<file path="config.mk">
export PLATFORM = sky130hd
export DESIGN_NAME = serial_xfer_ctrl
export DESIGN_NICKNAME = d
export VERILOG_FILES = /design/src/rtl/serial_pkg.sv /design/src/rtl/serial_xfer_ctrl.sv
export SDC_FILE = /design/constraint.sdc
export NUM_CORES = 1
export LEC_CHECK = 0
export BUFFER_PORTS_ARGS = -buffer_cell sky130_fd_sc_hd__buf_2
export CAP_MARGIN = 20
export CORE_MARGIN = 2
export CORE_UTILIZATION = 45
export CTS_CLUSTER_DIAMETER = 40
export DETAILED_ROUTE_END_ITERATION = 10
export GPL_ROUTABILITY_DRIVEN = 0
export PLACE_DENSITY = 0.77
export RECOVER_POWER = 100
export SYNTH_ARGS = -nofsm -noshare
export SYNTH_HDL_FRONTEND = slang
export SYNTH_SLANG_ARGS = --single-unit
</file>
<file path="constraint.sdc">
create_clock -name serial_clk -period 1.95 [get_ports serial_clk]
set_input_delay 0.195 -clock serial_clk [delete_from_list [all_inputs] [get_ports serial_clk]]
set_output_delay 0.195 -clock serial_clk [all_outputs]
set_load 0.02 [all_outputs]
</file>
<file path="src/rtl/serial_pkg.sv">
// Shared types for the serial transfer blocks.
// The optional Guard state exists only when SERIAL_XFER_CS_EN is defined.
package serial_pkg;

`ifdef SERIAL_XFER_CS_EN
    typedef enum logic [2:0] {
        ST_IDLE,
        ST_TX,
        ST_RX,
        ST_DONE,
        ST_GUARD
    } t_serial_xfer_state;
`else
    typedef enum logic [1:0] {
        ST_IDLE,
        ST_TX,
        ST_RX,
        ST_DONE
    } t_serial_xfer_state;
`endif

    // Clamp a requested word count to the per-phase maximum.
    function automatic int unsigned sat_count(input int unsigned count, input int unsigned max_count);
        return (count > max_count) ? max_count : count;
    endfunction

endpackage

</file>
<file path="src/rtl/serial_xfer_ctrl.sv">
// Word-level sequencer for serial_duplex: sends num_tx words, then receives num_rx words.
// Define SERIAL_XFER_CS_EN to add an active-low chip select with a trailing Guard cycle.
module serial_xfer_ctrl
    import serial_pkg::*;
#(
    parameter int unsigned BITS      = 8,
    parameter int unsigned MAX_WORDS = 16,
    localparam int unsigned CW       = $clog2(MAX_WORDS + 1)
) (
    input  logic            serial_clk,
    input  logic            in_rst,
    input  logic            in_start,
    input  logic [CW-1:0]   in_num_tx,
    input  logic [CW-1:0]   in_num_rx,
    input  logic [BITS-1:0] in_tx_word,
    output logic            out_tx_req,
    output logic            out_rx_valid,
    output logic [BITS-1:0] out_rx_word,
    output logic            out_busy,
    output logic            out_done,
    output logic            out_enable_fromfpga,
    output logic            out_enable_tofpga,
    output logic [BITS-1:0] out_parallel,
    input  logic            in_next_word_fromfpga,
    input  logic            in_next_word_tofpga,
    input  logic [BITS-1:0] in_parallel
`ifdef SERIAL_XFER_CS_EN
    ,
    output logic            out_cs
`endif
);

    t_serial_xfer_state state, state_next;

    logic [CW-1:0] num_tx, num_rx;
    logic [CW-1:0] tx_ctr, rx_ctr;
    logic [CW-1:0] start_tx, start_rx;
    logic          tx_last, rx_last;

    assign start_tx = CW'(sat_count(32'(in_num_tx), MAX_WORDS));
    assign start_rx = CW'(sat_count(32'(in_num_rx), MAX_WORDS));
    assign tx_last  = ((tx_ctr + CW'(1)) == num_tx);
    assign rx_last  = ((rx_ctr + CW'(1)) == num_rx);

    // Enables and tx data follow the state directly so leaving Tx stops the next word.
    assign out_busy            = (state != ST_IDLE);
    assign out_enable_fromfpga = (state == ST_TX);
    assign out_enable_tofpga   = (state == ST_RX);
    assign out_parallel        = (state == ST_TX) ? in_tx_word : '0;

    always_ff @(posedge serial_clk or posedge in_rst) begin
        if (in_rst) begin
            state <= ST_IDLE;
        end else begin
            state <= state_next;
        end
    end

    always_comb begin
        state_next = state;
        case (state)
            ST_IDLE: begin
                if (in_start) begin
                    if (start_tx != '0) begin
                        state_next = ST_TX;
                    end else if (start_rx != '0) begin
                        state_next = ST_RX;
                    end else begin
                        state_next = ST_DONE;
                    end
                end
            end
            ST_TX: begin
                if (in_next_word_fromfpga && tx_last) begin
                    state_next = (num_rx != '0) ? ST_RX : ST_DONE;
                end
            end
            ST_RX: begin
                if (in_next_word_tofpga && rx_last) begin
                    state_next = ST_DONE;
                end
            end
`ifdef SERIAL_XFER_CS_EN
            ST_DONE:  state_next = ST_GUARD;
            ST_GUARD: state_next = ST_IDLE;
`else
            ST_DONE:  state_next = ST_IDLE;
`endif
            default:  state_next = ST_IDLE;
        endcase
    end

    // Word counts, progress counters and registered pulses.
    always_ff @(posedge serial_clk or posedge in_rst) begin
        if (in_rst) begin
            num_tx       <= '0;
            num_rx       <= '0;
            tx_ctr       <= '0;
            rx_ctr       <= '0;
            out_tx_req   <= 1'b0;
            out_rx_valid <= 1'b0;
            out_rx_word  <= '0;
            out_done     <= 1'b0;
        end else begin
            out_tx_req   <= (state == ST_TX) && in_next_word_fromfpga;
            out_rx_valid <= (state == ST_RX) && in_next_word_tofpga;
            out_done     <= (state_next == ST_DONE);
            if ((state == ST_RX) && in_next_word_tofpga) begin
                out_rx_word <= in_parallel;
            end
            case (state)
                ST_IDLE: begin
                    tx_ctr <= '0;
                    rx_ctr <= '0;
                    if (in_start) begin
                        num_tx <= start_tx;
                        num_rx <= start_rx;
                    end
                end
                ST_TX: begin
                    if (in_next_word_fromfpga) begin
                        tx_ctr <= tx_ctr + CW'(1);
                    end
                end
                ST_RX: begin
                    if (in_next_word_tofpga) begin
                        rx_ctr <= rx_ctr + CW'(1);
                    end
                end
                default: ;
            endcase
        end
    end

`ifdef SERIAL_XFER_CS_EN
    // Chip select is asserted whenever the controller will be out of Idle.
    always_ff @(posedge serial_clk or posedge in_rst) begin
        if (in_rst) begin
            out_cs <= 1'b1;
        end else begin
            out_cs <= (state_next == ST_IDLE);
        end
    end
`endif

endmodule

</file>
# Yosys cells after proc, flatten, opt, wreduce, memory -nomap -nowiden
# Cells that the tools add are included.
# W data, S select, Z words.
# word_totals
out_inout_bits	22
in_bits	31
latch_bits	0
romBits	0
ff_bits	33
memories	0
mem_bits_rw	0
elab_cells	49
# classes
n_bitwise	0
n_reduce_logical	14
n_mul	0
n_addsub	2
eq_ne	8
muxes	14
div	0
shift	0
n_lt_le_gt_ge	2
# op_table
operator	n
$mux W5	4
$pmux W5 S2	2
$reduce_bool A5 Y1	3
$add A5 B1 Y5 const B	2
$eq A5 B5 Y1	2
$gt A5 B5 Y1 const B	2
$mux W2	4
$mux W8	1
$pmux W2 S4	1
$eq A2 B2 Y1 const B	3
$reduce_and A2 Y1	3
$reduce_bool A2 Y1	3
$logic_and A1 B1 Y1	4
$ne A2 B1 Y1 const B	2
$eq A2 B1 Y1 const B	1
$logic_not A2 Y1	1
$mux W1	2

# Depth between registers and ports, before layout
# depth
ltp_word	8
depth_mapped	6
mapped_depth_nobuf	6

# Worst setup path before layout
# Ideal clock, no wire load.
# synth_path
path_kind	flip-flop to flip-flop
from	register tx_ctr[0]
to	register out_done
path_slack_ns	0.254
path_buffers	0
t_required_ns	1.877
stages_incl_launch_ff	7
t_arrival_ns	1.623
cell_sequence	dfrtp_1 ha_1 nand2b_1 o211a_1 o32a_1 o31ai_4 a21boi_2
# synth_via
elab_chain_len	6
# synth_rtl
element	line_no	rtl
from (decl)	serial_xfer_ctrl.sv:36	logic [CW-1:0] tx_ctr, rx_ctr;
from (signal assigned)	serial_xfer_ctrl.sv:122	tx_ctr <= tx_ctr + CW'(1);
$add A5 B1 Y5	serial_xfer_ctrl.sv:42	assign tx_last = ((tx_ctr + CW'(1)) == num_tx);
$eq A5 B5 Y1	serial_xfer_ctrl.sv:42	
$logic_and A1 B1 Y1	serial_xfer_ctrl.sv:74	if (in_next_word_fromfpga && tx_last) begin
$mux W2	serial_xfer_ctrl.sv:74	
$pmux W2 S4	serial_xfer_ctrl.sv:61	case (state)
named net state_next[1]	serial_xfer_ctrl.sv:33	t_serial_xfer_state state, state_next;
$eq A2 B2 Y1	serial_xfer_ctrl.sv:107	out_done <= (state_next == ST_DONE);
to (signal assigned)	serial_xfer_ctrl.sv:107	
to (decl)	serial_xfer_ctrl.sv:20	output logic out_done,
# The timed path passes the listed nets, and every way through them passes these cells.
# A chain may end at the register's enable or synchronous reset.

# Worst setup path after layout
# Same ends and word-level chain as after synthesis.

==> metrics <==
status=finished clean; Max FO, Critical Path=5; Yosys reg bits=33; unrepaired setup endpoints after global routing=false; routed via count=1438; final slew viol count=0; Area Growth Syn to Fin=26.0%; Setup WS pre-CTS=between 0.1 and 0.15 ns; die footprint=4210 sq um; nature of the critical path endpoint=register; synth unique cells=32; clk sinks=33; Final Core Density=58.2%; number of flops mapped to enable cells by yosys=0; fill count=355; total CTS buffers=5; area of the multi-input gates=around 800 sq um; core footprint=3610 sq um; Slew @ Worst Pin=0.790 ns; commonest non-fill, non-tap cell in the layout=nand2_1; Synthesized Nets=~210; Total Routing Usage GR=19.1%; fin crit period=~1.9 ns; Top FF cell, synth=dfrtp_1; pin count of the biggest net entering global routing=34; Die Width=64.9 microns; first-pass detailed-route iteration total=4; Leak=0.00106 uW; slowest stage delay, CP=~0.43 ns; post-DP HPWL=2.64 mm; WS Path Type=reg2reg; Startpoint Class=register; final wirelength=roughly 3.5 mm; vias in the first global route=1357; share of layout cells above drive strength 1=20.7%; die height=around 65 microns; sw power=1020 uW; WL/cell=12.2 microns; peak supply drop=0.000536 V; 1st-iter DRT viols=45; final hold vios=0; GRT overflow=0; Sw Ratio=36.8%; critical path, cell by cell=ha_1 > nand2b_1 > o211a_1 > o32a_1 > o31ai_4 > a21boi_1; Area after DPL=2000 sq um; Detail Route Antenna Nets=0; setup TNS=0 ns; # IOs=between 50 and 60; Syn Area/Cell=approximately 9.2 sq um; register area=826 sq um; Int Power=1760 uW; htree depth=2; Comb power frac=36.6%; CP max stage cell=dfrtp_1; Clock power frac=23.8%; CTS tree=done; postcts setup bufs=0; Max Freq=0.538 GHz; Max transition margin=a little under half; Synth Cell Area=1670 sq um; latest clock arrival within the worst-skew pair=0.29 ns; maxcap violations=0; initial antenna violation count=0; Buffers on Ports=52; crit share post-route=95.3%; Yosys Warn Count=0; class of the tightest hold or removal check=in2reg; sequential share of the synthesized area=49.5%; number of vias per cell=4.96; fin worst setup slack=about 0.09 ns; first-pass GRT wire length=6.04 mm; Clk pin slew, worst setup/hold paths=approximately 0.070 ns; Max Root-Sink Buffers=2; commonest cells after routing, fill and taps aside=nand2_1, buf_2, dfrtp_1, clkbuf_1, o21ai_0; net count reported at finish=274; Remaining DRCs=0; PwrDens=1330 nW/um^2; Initial Util=46.2%; Flop pwr share=39.6%; Syn Inst Count=181; Worst Path Arrival=~2.1 ns; Setup violations, final=0; # diodes=0; Setup Skew=0.00939 ns; num rows=22; asr flop ratio synth=100%; Final Cell Area=2100 sq um; clock tree root driver cell=clkbuf_8; WP data required=2.17 ns
-- final cells by class --
| class | instances | share of cell area, % |
|---|---|---|
| multi-input cells | 139 | 38.3 |
| inverters | 5 | 0.894 |
| flip-flops and latches | 33 | 39.3 |
| clock inverters | 1 | 1.43 |
| well taps | 48 | 2.86 |
| clock buffers | 7 | 4.11 |
| repair buffers | 57 | 13.1 |
-- state kept, by name, summed over array words and instances (netlist names) --
| signal | flops |
|---|---|
| out_rx_valid | 1 |
| state | 2 |
| out_rx_word | 8 |
| num_rx | 5 |
| out_done | 1 |
| out_tx_req | 1 |
| num_tx | 5 |
| rx_ctr | 5 |
| tx_ctr | 5 |
-- cell families (layout without fill, tap and decap cells) --
kind of cell	after synthesis	count (layout)	share of synthesized area, %
AND/OR/NAND/NOR	91	91	25.6
flip-flops	33	33	49.5
AO/OA/AOI/OAI	31	31	12.2
XOR/XNOR	13	13	7.73
buffers and inverters	9	70	2.03
adder cells (fa/ha/maj)	2	2	1.50
multiplexers	2	2	1.35
-- per-layer routing --
layer,up-vias,track usage (%),wire [microns]
li1,723,-,-
met1,674,25.0,1600
met2,35,29.6,1700
met3,6,5.38,159
met4,0,7.98,74
met5,-,0,0
-- worst paths after layout --
check | slack (ns) | from | to | cells past startpoint
max | 0.09 | tx_ctr[0] | out_done | 6
min | 0.09 | in_parallel[6] | out_rx_word[6] | 3
max reg2reg | 0.09 | tx_ctr[0] | out_done | 6
min reg2reg | 0.48 | out_rx_word[3] | out_rx_word[3] | 2
max in group asynchronous | 0.76 | in_rst | tx_ctr[2] | 4
min in group asynchronous | 0.69 | in_rst | out_rx_word[6] | 4
-- Yosys cell counts, types with 2 or more instances --
master	count	area [sq um]
o31ai_1	3	22.5
nand2_1	46	173
inv_1	2	7.51
and2_1	8	50.1
nand2b_1	11	68.8
ha_1	2	25.0
xor2_1	5	43.8
xnor2_1	7	61.3
o21ai_1	20	100
nor2_1	7	26.3
nand3_1	8	40.0
dfrtp_1	33	826
mux2_1	2	22.5
clkbuf_1	4	15.0
nor3_1	2	10.0
inv_2	3	11.3
and3_1	3	18.8
-- per-stage QoR --
| stage | hold slack, ns | power, uW | std cells |
|---|---|---|---|
| 3_3_place_gp | 0.298 | 2150 | 281 |
| 2_1_floorplan | 0.300 | 1870 | 181 |
| 4_1_cts | 0.0856 | 2850 | 290 |
| 6_report | 0.0893 | 2780 | 290 |
| 3_5_place_dp | 0.303 | 2190 | 281 |
| 5_1_grt | 0.105 | 2970 | 290 |
-- what timing repair did --
item                      in CTS  in global routing
hold endpoints to repair      27                  0
resized for setup              0                  0
hold buffers                   1                  0
-- power by group through the flow --
stage | clock network (uW) | registers [uW] | logic [uW]
after floorplan | 0 | 1150 | 724
after global routing | 699 | 1140 | 1130
after CTS | 669 | 1100 | 1080
after global placement | 0 | 1100 | 1050
after detailed placement | 0 | 1110 | 1080
final | 662 | 1100 | 1020
-- critical path, delay by kind of cell (launching register included) --
| kind | cells | cell delay (ns) |
|---|---|---|
| AOI/OAI and AO/OA | 4 | 0.90 |
| DFF | 1 | 0.43 |
| adders and majority gates | 1 | 0.28 |
| and+or+nand+nor | 1 | 0.19 |
(Power assumes the default switching activity.)
